`src/rtl/buffer_ctrl_pkg.sv`:
```
// buffer_ctrl_pkg: shifter control codes, sequencer state encoding and shared helpers.
`default_nettype none

package buffer_ctrl_pkg;

  localparam logic [3:0] PAD_INIT_1   = 4'd0;
  localparam logic [3:0] PAD_INIT_2   = 4'd1;
  localparam logic [3:0] PAD_UINIT_1  = 4'd2;
  localparam logic [3:0] PAD_UINIT_2  = 4'd3;
  localparam logic [3:0] UPAD_INIT_1  = 4'd4;
  localparam logic [3:0] UPAD_INIT_2  = 4'd5;
  localparam logic [3:0] UPAD_UINIT_1 = 4'd6;
  localparam logic [3:0] UPAD_UINIT_2 = 4'd7;
  localparam logic [3:0] PAD_END_3    = 4'd8;
  localparam logic [3:0] PAD_END_4    = 4'd9;
  localparam logic [3:0] HOLD         = 4'd15;

  localparam logic [7:0] MUX_IDENTITY = 8'b11100100;

  typedef enum logic [2:0] {
    S_IDLE    = 3'd0,
    S_HEAD    = 3'd1,
    S_BODY_LO = 3'd2,
    S_BODY_HI = 3'd3,
    S_END_3   = 3'd4,
    S_END_4   = 3'd5,
    S_FIN     = 3'd6
  } seq_state_t;

  // Shifter code issued by each slot-producing state; HOLD elsewhere.
  function automatic logic [3:0] slot_code(input seq_state_t s, input logic pad);
    case (s)
      S_HEAD:    return pad ? PAD_INIT_1  : UPAD_INIT_1;
      S_BODY_LO: return pad ? PAD_UINIT_1 : UPAD_UINIT_1;
      S_BODY_HI: return pad ? PAD_UINIT_2 : UPAD_UINIT_2;
      S_END_3:   return PAD_END_3;
      S_END_4:   return PAD_END_4;
      default:   return HOLD;
    endcase
  endfunction

endpackage

`default_nettype wire

```
`src/rtl/buffer_addr_gen.sv`:
```
// buffer_addr_gen: row/word counters and address accumulator for buffer_shift_seq.
`default_nettype none

module buffer_addr_gen
  import buffer_ctrl_pkg::*;
#(
  parameter int ADDR_W = 10,
  parameter int LEN_W  = 8
) (
  input  logic              clk,
  input  logic              rst_n,
  input  logic              load,
  input  logic              pad,
  input  logic              word_adv,
  input  logic              row_adv,
  input  logic [LEN_W-1:0]  row_words,
  input  logic [LEN_W-1:0]  num_rows,
  input  logic [ADDR_W-1:0] base_addr,
  input  logic [ADDR_W-1:0] row_stride,
  output logic [ADDR_W-1:0] addr,
  output logic              last_word,
  output logic              last_row,
  output logic              zero_row
);

  logic [LEN_W-1:0]  words_q;
  logic [LEN_W-1:0]  rows_q;
  logic [ADDR_W-1:0] stride_q;
  logic [ADDR_W-1:0] row_base_q;
  logic [LEN_W-1:0]  word_cnt_q;
  logic [LEN_W:0]    row_cnt_q;
  logic [LEN_W:0]    total_rows;
  logic              first_row;

  // Row counter spans the zero rows too, so it needs one extra bit.
  assign total_rows = {1'b0, rows_q} + (pad ? (LEN_W+1)'(2) : (LEN_W+1)'(0));
  assign first_row  = (row_cnt_q == '0);
  assign last_row   = ((row_cnt_q + (LEN_W+1)'(1)) == total_rows);
  assign last_word  = ((word_cnt_q + LEN_W'(1)) == words_q);
  assign zero_row   = pad && (first_row || last_row);
  assign addr       = row_base_q + ADDR_W'(word_cnt_q);

  always_ff @(posedge clk or negedge rst_n) begin
    if (!rst_n) begin
      words_q    <= '0;
      rows_q     <= '0;
      stride_q   <= '0;
      row_base_q <= '0;
      word_cnt_q <= '0;
      row_cnt_q  <= '0;
    end else if (load) begin
      words_q    <= row_words;
      rows_q     <= num_rows;
      stride_q   <= row_stride;
      row_base_q <= base_addr;
      word_cnt_q <= '0;
      row_cnt_q  <= '0;
    end else if (row_adv) begin
      row_cnt_q  <= row_cnt_q + (LEN_W+1)'(1);
      word_cnt_q <= '0;
      // The leading zero row must not consume a stride step.
      if (!zero_row) begin
        row_base_q <= row_base_q + stride_q;
      end
    end else if (word_adv) begin
      word_cnt_q <= word_cnt_q + LEN_W'(1);
    end
  end

endmodule

`default_nettype wire

```
`src/rtl/buffer_shift_seq.sv`:
```
// buffer_shift_seq: issues buffer-RAM reads and aligned shifter codes row by row,
// adding horizontal pad codes and vertical zero rows when pad is set.
`default_nettype none

module buffer_shift_seq
  import buffer_ctrl_pkg::*;
#(
  parameter int X_MAC      = 4,
  parameter int MUXCONTROL = 4,
  parameter int ADDR_W     = 10,
  parameter int LEN_W      = 8
) (
  input  logic                  clk,
  input  logic                  rst_n,
  input  logic                  start,
  input  logic                  pad,
  input  logic [LEN_W-1:0]      row_words,
  input  logic [LEN_W-1:0]      num_rows,
  input  logic [ADDR_W-1:0]     base_addr,
  input  logic [ADDR_W-1:0]     row_stride,
  input  logic [X_MAC*2-1:0]    mux_cfg,
  output logic                  rd_en,
  output logic [ADDR_W-1:0]     rd_addr,
  output logic [MUXCONTROL-1:0] control,
  output logic [X_MAC*2-1:0]    buffermux,
  output logic [X_MAC-1:0]      iszero,
  output logic                  busy,
  output logic                  done
);

  localparam int MW = X_MAC * 2;

  seq_state_t            state_q, state_d;
  logic                  pad_q;
  logic [MW-1:0]         mux_q;
  logic [MUXCONTROL-1:0] control_q;
  logic [X_MAC-1:0]      iszero_q;
  logic                  done_q;
  logic                  accept, empty_job;
  logic                  word_adv, row_adv, row_end, slot, rd_en_d;
  logic                  last_word, last_row, zero_row;

  assign accept    = start && (state_q == S_IDLE);
  assign empty_job = (row_words == '0) || (num_rows == '0);

  buffer_addr_gen #(
    .ADDR_W (ADDR_W),
    .LEN_W  (LEN_W)
  ) u_addr_gen (
    .clk        (clk),
    .rst_n      (rst_n),
    .load       (accept),
    .pad        (pad_q),
    .word_adv   (word_adv),
    .row_adv    (row_adv),
    .row_words  (row_words),
    .num_rows   (num_rows),
    .base_addr  (base_addr),
    .row_stride (row_stride),
    .addr       (rd_addr),
    .last_word  (last_word),
    .last_row   (last_row),
    .zero_row   (zero_row)
  );

  always_ff @(posedge clk or negedge rst_n) begin
    if (!rst_n) state_q <= S_IDLE;
    else        state_q <= state_d;
  end

  always_comb begin
    state_d  = state_q;
    word_adv = 1'b0;
    row_adv  = 1'b0;
    row_end  = 1'b0;
    slot     = 1'b0;
    rd_en_d  = 1'b0;
    case (state_q)
      S_IDLE: begin
        if (accept && !empty_job) state_d = S_HEAD;
      end
      S_HEAD: begin
        slot    = 1'b1;
        rd_en_d = !zero_row;
        if (!last_word) begin
          state_d  = S_BODY_LO;
          word_adv = 1'b1;
        end else if (pad_q) begin
          state_d = S_END_3;
        end else begin
          row_end = 1'b1;
        end
      end
      S_BODY_LO: begin
        slot    = 1'b1;
        rd_en_d = !zero_row;
        state_d = S_BODY_HI;
      end
      S_BODY_HI: begin
        slot = 1'b1;
        if (!last_word) begin
          state_d  = S_BODY_LO;
          word_adv = 1'b1;
        end else if (pad_q) begin
          state_d = S_END_3;
        end else begin
          row_end = 1'b1;
        end
      end
      S_END_3: begin
        slot    = 1'b1;
        state_d = S_END_4;
      end
      S_END_4: begin
        slot    = 1'b1;
        row_end = 1'b1;
      end
      S_FIN:   state_d = S_IDLE;
      default: state_d = S_IDLE;
    endcase
    // Next row's HEAD follows immediately; FIN only after the final row.
    if (row_end) begin
      if (last_row) begin
        state_d = S_FIN;
      end else begin
        state_d = S_HEAD;
        row_adv = 1'b1;
      end
    end
  end

  // Codes lag the read by one cycle so they meet the RAM data at the shifter.
  always_ff @(posedge clk or negedge rst_n) begin
    if (!rst_n) begin
      pad_q     <= 1'b0;
      mux_q     <= MW'(MUX_IDENTITY);
      control_q <= MUXCONTROL'(HOLD);
      iszero_q  <= '0;
      done_q    <= 1'b0;
    end else begin
      if (accept) begin
        pad_q <= pad;
        mux_q <= mux_cfg;
      end
      control_q <= slot ? MUXCONTROL'(slot_code(state_q, pad_q)) : MUXCONTROL'(HOLD);
      iszero_q  <= (slot && zero_row) ? '1 : '0;
      done_q    <= (state_q == S_FIN) || (accept && empty_job);
    end
  end

  assign rd_en     = rd_en_d;
  assign control   = control_q;
  assign buffermux = mux_q;
  assign iszero    = iszero_q;
  assign busy      = (state_q != S_IDLE);
  assign done      = done_q;

endmodule

`default_nettype wire

```
`config.mk`:
```
export PLATFORM = sky130hd
export DESIGN_NAME = buffer_shift_seq
export DESIGN_NICKNAME = d
export VERILOG_FILES = /design/src/rtl/buffer_ctrl_pkg.sv /design/src/rtl/buffer_addr_gen.sv /design/src/rtl/buffer_shift_seq.sv
export SDC_FILE = /design/constraint.sdc
export NUM_CORES = 1
export LEC_CHECK = 0
export BUFFER_PORTS_ARGS = -buffer_cell sky130_fd_sc_hd__buf_2
export CAP_MARGIN = 15
export CORE_ASPECT_RATIO = 0.7
export CORE_UTILIZATION = 51
export CTS_BUF_LIST = sky130_fd_sc_hd__clkbuf_8 sky130_fd_sc_hd__clkbuf_16
export CTS_CLUSTER_SIZE = 10
export DETAILED_ROUTE_END_ITERATION = 8
export GPL_ROUTABILITY_DRIVEN = 0
export PLACE_DENSITY = 0.84
export SLEW_MARGIN = 25
export SYNTH_ARGS = -nofsm -noshare
export SYNTH_HDL_FRONTEND = slang
export SYNTH_HIERARCHICAL = 1
export SYNTH_SLANG_ARGS = --single-unit
```
`constraint.sdc`:
```
create_clock -name clk -period 2.85 [get_ports clk]
set_input_delay 0.57 -clock clk [delete_from_list [all_inputs] [get_ports clk]]
set_output_delay 0.57 -clock clk [all_outputs]
set_load 0.01 [all_outputs]
```
==> results of run 1 <==
-- per-layer routing --
| metal | GRT usage | share of wire | vias up |
|---|---|---|---|
| li1 | - | - | 1685 |
| met5 | 0 | 0 | - |
| met4 | 0.0827 | 0.024 | 0 |
| met3 | 0.0615 | 0.063 | 23 |
| met1 | 0.325 | 0.44 | 1744 |
| met2 | 0.415 | 0.47 | 128 |
-- layout by cell type (no fill, tap or decap), drive strengths merged, types with 16 or more instances in the layout --
cell	count
a21oi	16
mux2	35
dfrtp	63
xnor2	30
nand2	32
xor2	26
buf	121
inv	17
ha	22
o21ai	21
nor2	30
-- final timing paths --
kind / end / slack [ns]
worst max-delay path: rd_addr[8] / -0.22
worst min-delay path: u_addr_gen/words_q[2] / 0.32
worst max register to register: u_addr_gen/row_base_q[2] / -0.18
worst min register to register: buffermux[4] / 0.50
max in group asynchronous: u_addr_gen/row_base_q[0] / 1.85
min in group clk: u_addr_gen/row_base_q[0] / 0.45
-- metrics by stage --
stage	util	hold WS, ns
finish	0.707	0.318
global route	0.707	0.387
CTS	0.680	0.343
detailed placement	0.624	0.487
global placement	0.624	0.483
floorplan	-	0.274
-- cell type report --
cell class | count | area, um^2
multi-input cells | 314 | 2650
fillers | 533 | 2370
flip-flops and latches | 71 | 1790
repair buffers | 121 | 798
clock buffers | 12 | 267
well taps | 101 | 126
inverters | 15 | 58.8
clock inverters | 4 | 16.3
-- power by group through the flow --
stage | Sequential, mW | Clock (mW) | Combinational [mW]
CTS | 2.00 | 1.07 | 3.62
finish | 2.04 | 1.06 | 3.90
global route | 2.09 | 1.12 | 4.26
detailed placement | 2.01 | 0 | 3.40
global placement | 1.97 | 0 | 3.27
floorplan | 1.91 | 0 | 2.51
-- critical path, delay by kind of cell (launching register included) --
kind	cells	cell delay (ns)
AO/OA/AOI/OAI	5	0.58
XOR/XNOR	1	0.14
adder cells (fa/ha/maj)	2	0.51
buffers and inverters	3	0.29
flip-flops	1	0.37
AND/OR/NAND/NOR	2	0.26
-- flip-flops by register name (all words and copies together), names as in the netlist --
| register | cells |
|---|---|
| u_addr_gen/row_base_q | 10 |
| u_addr_gen/stride_q | 10 |
| u_addr_gen/row_cnt_q | 9 |
| buffermux | 8 |
| u_addr_gen/rows_q | 8 |
| u_addr_gen/word_cnt_q | 8 |
| u_addr_gen/words_q | 8 |
| control | 4 |
| state_q | 3 |
| done | 1 |
| iszero | 1 |
| pad_q | 1 |
-- kinds of logic (layout without fill, tap and decap cells) --
family,Yosys count,count (layout),share of synthesized area
AND/OR/NAND/NOR,129,129,0.151
flip-flops,71,71,0.408
AO/OA/AOI/OAI,61,61,0.0935
XOR/XNOR,57,57,0.119
multiplexers,43,43,0.115
buffers and inverters,34,152,0.0409
adder cells (fa/ha/maj),24,24,0.0720
-- timing repair --
action                     4_1_cts  5_1_grt
setup endpoints to repair       19       22
hold buffers                     0        0
gates resized for setup         21       38
pin swaps                       16       26
buffers inserted                12       10
==> run_summary.xml, run 1 <==
<?xml version="1.0" encoding="UTF-8"?>
<metrics>
  <group name="status">
    <metric name="outcome" unit="">finished, violations left</metric>
    <metric name="violations" unit="">negative setup slack</metric>
  </group>
  <group name="global_routing">
    <metric name="antenna_violations_before_repair" unit="">0</metric>
    <metric name="first_global_vias" unit="">3545</metric>
    <metric name="grt_pass1_wl" unit="mm">17.3</metric>
    <metric name="globalRouteOverflowTotal" unit="">0</metric>
    <metric name="gr-usage-all-layers" unit="">0.251</metric>
    <metric name="grt_max_degree" unit="">37</metric>
  </group>
  <group name="floorplan">
    <metric name="io_pins" unit="">77</metric>
    <metric name="chipHeight" unit="um">79.5</metric>
    <metric name="chipWidth" unit="um">113</metric>
    <metric name="placementRows" unit="">27</metric>
    <metric name="area_inside_the_core_boundary" unit="um^2">8070</metric>
    <metric name="die_area" unit="um^2">8960</metric>
    <metric name="initial_utilization" unit="">0.542</metric>
  </group>
  <group name="power">
    <metric name="vdd_drop_max" unit="mV">0.622</metric>
    <metric name="clock_power_frac" unit="">0.151</metric>
    <metric name="power_per_unit_of_standard_cell_area" unit="nW/um^2">1230</metric>
    <metric name="p_sw" unit="mW">2.85</metric>
    <metric name="total_power" unit="mW">7.00</metric>
    <metric name="power_frac_seq" unit="">0.291</metric>
    <metric name="p_int" unit="mW">4.15</metric>
    <metric name="cellLeakagePower" unit="nW">2.67</metric>
    <metric name="comb_power_share" unit="">0.558</metric>
    <metric name="swShare" unit="">0.407</metric>
  </group>
  <group name="clock_network">
    <metric name="clk_path_buf_depth" unit="">2</metric>
    <metric name="clkLatencyLatePin" unit="ns">0.34</metric>
    <metric name="cts_buffers" unit="">9</metric>
    <metric name="ctsRootBufferMaster" unit="">clkbuf_16</metric>
    <metric name="clock_sink_count" unit="">71</metric>
    <metric name="cts_tree" unit="">done</metric>
    <metric name="cts.clk_slew.worst_paths" unit="ns">0.05</metric>
    <metric name="htreeDepth" unit="">3</metric>
  </group>
  <group name="setup_path">
    <metric name="timing.critical_path.arrival" unit="ns">2.50</metric>
    <metric name="start_kind" unit="">flop</metric>
    <metric name="reg2reg_depth" unit="">17</metric>
    <metric name="worst_setup_path_end_kind" unit="">primary output</metric>
    <metric name="crit_path_max_fanout" unit="">2</metric>
    <metric name="worst-setup-path-type" unit="">flop to primary output</metric>
    <metric name="worst_setup_path_startpoint" unit="">u_addr_gen/word_cnt_q[0]</metric>
    <metric name="crit_path_cell_chain" unit="">buf_6 -&gt; ha_4 -&gt; inv_2 -&gt; fa_2 -&gt; nor2b_2 -&gt; o21ai_2 -&gt; a21boi_2 -&gt; o21ai_1 -&gt; nand2b_1 -&gt; a21o_1 -&gt; a21oi_2 -&gt; xnor2_1 -&gt; buf_2</metric>
    <metric name="worst-endpoint-required" unit="ns">2.28</metric>
    <metric name="cpMaxStageDelayCell" unit="">fa_2</metric>
    <metric name="r2r-start" unit="">u_addr_gen/rows_q[1]</metric>
    <metric name="timing.critical_path.slowest_cell_delay" unit="ns">0.39</metric>
  </group>
  <group name="timing">
    <metric name="slew_violations" unit="">0</metric>
    <metric name="report.final.hold_viol_count" unit="">0</metric>
    <metric name="finalSetupViolations" unit="">14</metric>
    <metric name="max_freq" unit="MHz">325</metric>
    <metric name="worst_rel_slew_slack" unit="">0.462</metric>
    <metric name="layout_worst_path_cycle_share" unit="">1.08</metric>
    <metric name="fin_ws" unit="ns">-0.224</metric>
    <metric name="grt_setup_unrepaired" unit="">true</metric>
    <metric name="finalCriticalPeriod" unit="ns">3.07</metric>
    <metric name="setup_total_negative_slack" unit="ns">-1.71</metric>
    <metric name="worst_slew_pin_tran" unit="ns">0.808</metric>
    <metric name="fin_worst_skew" unit="ns">0.00692</metric>
  </group>
  <group name="finish">
    <metric name="final_cell_area" unit="um^2">5710</metric>
    <metric name="area.growth.synth_to_final" unit="%">30.4</metric>
    <metric name="finish.cell_count_without_fillers" unit="">638</metric>
    <metric name="final_net_count" unit="">604</metric>
    <metric name="diodes" unit="">0</metric>
    <metric name="layout-drive-gt1-share" unit="">0.432</metric>
  </group>
  <group name="yosys">
    <metric name="synth_fp_nets" unit="">491</metric>
    <metric name="yosys-top-cells-area" unit="">dfrtp_1 36%, mux2_2 6.9%, ha_1 6.3%</metric>
    <metric name="mappedNetlistArea" unit="um^2">4380</metric>
    <metric name="synth.most_common_cell" unit="">dfrtp_1</metric>
    <metric name="synthesis.instances" unit="">419</metric>
    <metric name="synth_cell_count_leaders" unit="">63 x dfrtp_1, 32 x nand2_1, 29 x nor2_1, 29 x xnor2_1, 27 x mux2_2</metric>
    <metric name="dominantRegCellSynth" unit="">dfrtp_1</metric>
    <metric name="synth.distinct_cells" unit="">59</metric>
    <metric name="syn_avg_cell_area" unit="um^2">10.4</metric>
    <metric name="async_reset_ff_frac" unit="">1.00</metric>
    <metric name="synth_largest_area_cell" unit="">dfrtp_1</metric>
    <metric name="synth-seq-cells" unit="">71</metric>
    <metric name="synth_edf_count" unit="">0</metric>
    <metric name="synthesis.yosys.warnings" unit="">6</metric>
    <metric name="yosysSeqAreaShare" unit="">0.408</metric>
    <metric name="synth.top_cell.area_share" unit="">0.360</metric>
  </group>
  <group name="drt">
    <metric name="drcViolationCount" unit="">0</metric>
    <metric name="wl_cell" unit="um">17.2</metric>
    <metric name="detail_route.wirelength" unit="mm">11.0</metric>
    <metric name="drt_iter0_markers" unit="">222</metric>
    <metric name="drtPass1Iterations" unit="">4</metric>
    <metric name="post_drt_via_cell_ratio" unit="">5.61</metric>
    <metric name="final_antenna_net_count" unit="">0</metric>
    <metric name="vias" unit="">3580</metric>
  </group>
  <group name="placement">
    <metric name="detailedPlacementHpwl" unit="mm">7.36</metric>
    <metric name="port_buffers" unit="">76</metric>
    <metric name="dpl_cell_area" unit="um^2">5040</metric>
    <metric name="placed_instances" unit="">601</metric>
    <metric name="pre_cts_ws" unit="ns">-0.129</metric>
  </group>
  <group name="flow_run">
    <metric name="max_cap_viol_count" unit="">0</metric>
  </group>
  <group name="hold_path">
    <metric name="min-delay-path-class" unit="">input pin to asynchronous set/reset pin</metric>
  </group>
</metrics>
Note: power is estimated with default switching activity, not from simulation.
==> run 2, diff against run 1 <==
MAX_ROUTING_LAYER = met4   (was unset)
==> run_summary.xml, run 2 (same netlist as run 1, synthesis figures left out) <==
<?xml version="1.0" encoding="UTF-8"?>
<metrics>
  <group name="status">
    <metric name="outcome" unit="">finished, violations left</metric>
    <metric name="violations" unit="">negative setup slack</metric>
  </group>
  <group name="placement">
    <metric name="detailedPlacementHpwl" unit="mm">7.36</metric>
    <metric name="placed_instances" unit="">601</metric>
    <metric name="port_buffers" unit="">76</metric>
    <metric name="dpl_cell_area" unit="um^2">5040</metric>
  </group>
  <group name="timing">
    <metric name="finalCriticalPeriod" unit="ns">3.06</metric>
    <metric name="fin_worst_skew" unit="ns">0.00486</metric>
    <metric name="slew_violations" unit="">0</metric>
    <metric name="worst_rel_slew_slack" unit="">0.460</metric>
    <metric name="max_freq" unit="MHz">326</metric>
    <metric name="setup_total_negative_slack" unit="ns">-1.65</metric>
    <metric name="report.final.hold_viol_count" unit="">0</metric>
    <metric name="finalSetupViolations" unit="">14</metric>
    <metric name="fin_ws" unit="ns">-0.213</metric>
    <metric name="holdWs" unit="ns">0.318</metric>
    <metric name="layout_worst_path_cycle_share" unit="">1.07</metric>
    <metric name="worst_slew_pin_tran" unit="ns">0.809</metric>
    <metric name="grt_setup_unrepaired" unit="">true</metric>
  </group>
  <group name="power">
    <metric name="vdd_drop_max" unit="mV">0.632</metric>
    <metric name="power_per_unit_of_standard_cell_area" unit="nW/um^2">1230</metric>
    <metric name="cellLeakagePower" unit="nW">2.66</metric>
  </group>
  <group name="clock_network">
    <metric name="clock_sink_count" unit="">71</metric>
    <metric name="ctsRootBufferMaster" unit="">clkbuf_16</metric>
    <metric name="cts_tree" unit="">done</metric>
    <metric name="htreeDepth" unit="">3</metric>
    <metric name="clkLatencyLatePin" unit="ns">0.34</metric>
    <metric name="clk_path_buf_depth" unit="">2</metric>
    <metric name="cts.clk_slew.worst_paths" unit="ns">0.05</metric>
    <metric name="cts_buffers" unit="">9</metric>
    <metric name="cts-hold-fix-buffers" unit="">0</metric>
  </group>
  <group name="setup_path">
    <metric name="start_kind" unit="">flop</metric>
    <metric name="worst-setup-path-type" unit="">flop to primary output</metric>
    <metric name="timing.critical_path.arrival" unit="ns">2.49</metric>
    <metric name="worst_setup_path_end_kind" unit="">primary output</metric>
    <metric name="crit_path_max_fanout" unit="">2</metric>
    <metric name="worst_setup_path_startpoint" unit="">u_addr_gen/word_cnt_q[0]</metric>
    <metric name="r2r-start" unit="">u_addr_gen/rows_q[1]</metric>
    <metric name="worst-endpoint-required" unit="ns">2.28</metric>
  </group>
  <group name="finish">
    <metric name="final-seq-area" unit="um^2">1790</metric>
    <metric name="area.growth.synth_to_final" unit="%">30.0</metric>
    <metric name="largest_registers" unit="">u_addr_gen/row_base_q x10, u_addr_gen/stride_q x10, u_addr_gen/row_cnt_q x9</metric>
    <metric name="finish.cell_count_without_fillers" unit="">636</metric>
    <metric name="layout.filler_cells" unit="">535</metric>
    <metric name="final_cell_area" unit="um^2">5690</metric>
    <metric name="final_net_count" unit="">602</metric>
    <metric name="most-common-layout-cells" unit="">76 x buf_2, 60 x dfrtp_1, 32 x buf_4, 30 x nand2_1, 28 x nor2_1</metric>
    <metric name="layout_commonest_cell" unit="">buf_2</metric>
    <metric name="multi_input_comb_area" unit="um^2">2650</metric>
    <metric name="diodes" unit="">0</metric>
    <metric name="layout-drive-gt1-share" unit="">0.430</metric>
  </group>
  <group name="drt">
    <metric name="detail_route.wirelength" unit="mm">11.0</metric>
    <metric name="detailroute.wirelength.met2" unit="mm">5.10</metric>
    <metric name="post_drt_via_cell_ratio" unit="">5.58</metric>
    <metric name="drt_iter0_markers" unit="">180</metric>
    <metric name="final_antenna_net_count" unit="">0</metric>
    <metric name="vias" unit="">3548</metric>
    <metric name="wl_cell" unit="um">17.2</metric>
    <metric name="drtPass1Iterations" unit="">5</metric>
    <metric name="topRoutingLayerUsed" unit="">met4</metric>
    <metric name="routed-wl-met3" unit="um">603</metric>
    <metric name="drcViolationCount" unit="">0</metric>
    <metric name="total_routed_wire_length_on_the_met1_layer" unit="mm">5.00</metric>
  </group>
  <group name="global_routing">
    <metric name="grt_pass1_wl" unit="mm">17.4</metric>
    <metric name="grt_max_degree" unit="">37</metric>
    <metric name="gr-usage-all-layers" unit="">0.259</metric>
    <metric name="globalRouteOverflowTotal" unit="">0</metric>
    <metric name="first_global_vias" unit="">3542</metric>
    <metric name="antenna_violations_before_repair" unit="">0</metric>
  </group>
  <group name="floorplan">
    <metric name="initial_utilization" unit="">0.542</metric>
    <metric name="chipHeight" unit="um">79.5</metric>
    <metric name="area_inside_the_core_boundary" unit="um^2">8070</metric>
    <metric name="chipWidth" unit="um">113</metric>
    <metric name="placementRows" unit="">27</metric>
    <metric name="die_area" unit="um^2">8960</metric>
    <metric name="io_pins" unit="">77</metric>
  </group>
  <group name="flow_run">
    <metric name="max_cap_viol_count" unit="">0</metric>
  </group>
  <group name="hold_path">
    <metric name="min-delay-path-class" unit="">input pin to asynchronous set/reset pin</metric>
  </group>
</metrics>
[run 2: cell count changes in the layout (fill, tap and decap cells not counted), sizes merged]
| cell | before | now |
|---|---|---|
| buf | 121 | 119 |
[run 2: report_power, final]
| part | leakage (nW) | switching [mW] | internal [mW] | total [mW] |
|---|---|---|---|---|
| Clock | 0.152 | 0.410 | 0.649 | 1.06 |
| Combinational | 1.65 | 1.92 | 1.99 | 3.91 |
| Sequential | 0.857 | 0.529 | 1.51 | 2.04 |
[run 2: worst max-delay path, stage by stage, from the launching register on]
cell,delay (ns)
dfrtp_1,0.37
buf_6,0.11
ha_4,0.12
inv_2,0.03
fa_2,0.39
nor2b_2,0.16
o21ai_2,0.09
a21boi_2,0.19
o21ai_1,0.10
nand2b_1,0.10
a21o_1,0.14
a21oi_2,0.06
xnor2_1,0.14
buf_2,0.15
[run 2: timing repair]
item	CTS	global route
pin swaps	16	26
endpoints found under the hold margin	0	0
endpoints found under the setup margin	19	22
resized for setup	21	38
setup buffers	12	8
[run 2: worst paths after layout]
kind,to,slack (ns),depth (start not counted)
worst max-delay path,rd_addr[8],-0.21,13
worst min-delay path,u_addr_gen/words_q[2],0.32,1
worst max register to register,u_addr_gen/row_base_q[2],-0.18,17
worst min register to register,buffermux[4],0.50,1
max in group asynchronous,pad_q,1.85,2
min in group clk,u_addr_gen/row_base_q[0],0.45,3
[run 2: stage by stage]
| stage | util | setup slack, ns | power (mW) |
|---|---|---|---|
| floorplan | - | 0.00764 | 4.42 |
| global placement | 0.624 | 0.0158 | 5.24 |
| detailed placement | 0.624 | -0.129 | 5.41 |
| CTS | 0.680 | -0.230 | 6.69 |
| global route | 0.705 | -0.372 | 7.47 |
| finish | 0.705 | -0.213 | 7.00 |
[run 2: cell type report]
| class | count | area share |
|---|---|---|
| Clock buffer | 12 | 0.0468 |
| Timing Repair Buffer | 119 | 0.138 |
| Tap cell | 101 | 0.0222 |
| Sequential cell | 71 | 0.315 |
| Multi-Input combinational cell | 314 | 0.466 |
| Inverter | 15 | 0.0103 |
| Clock inverter | 4 | 0.00286 |
[run 2: routing by layer]
metal  GRT usage  vias to the layer above
met4      0.0827                        0
met5           -                        -
met3      0.0600                       20
met1       0.327                     1732
met2       0.415                      110
li1            -                     1686
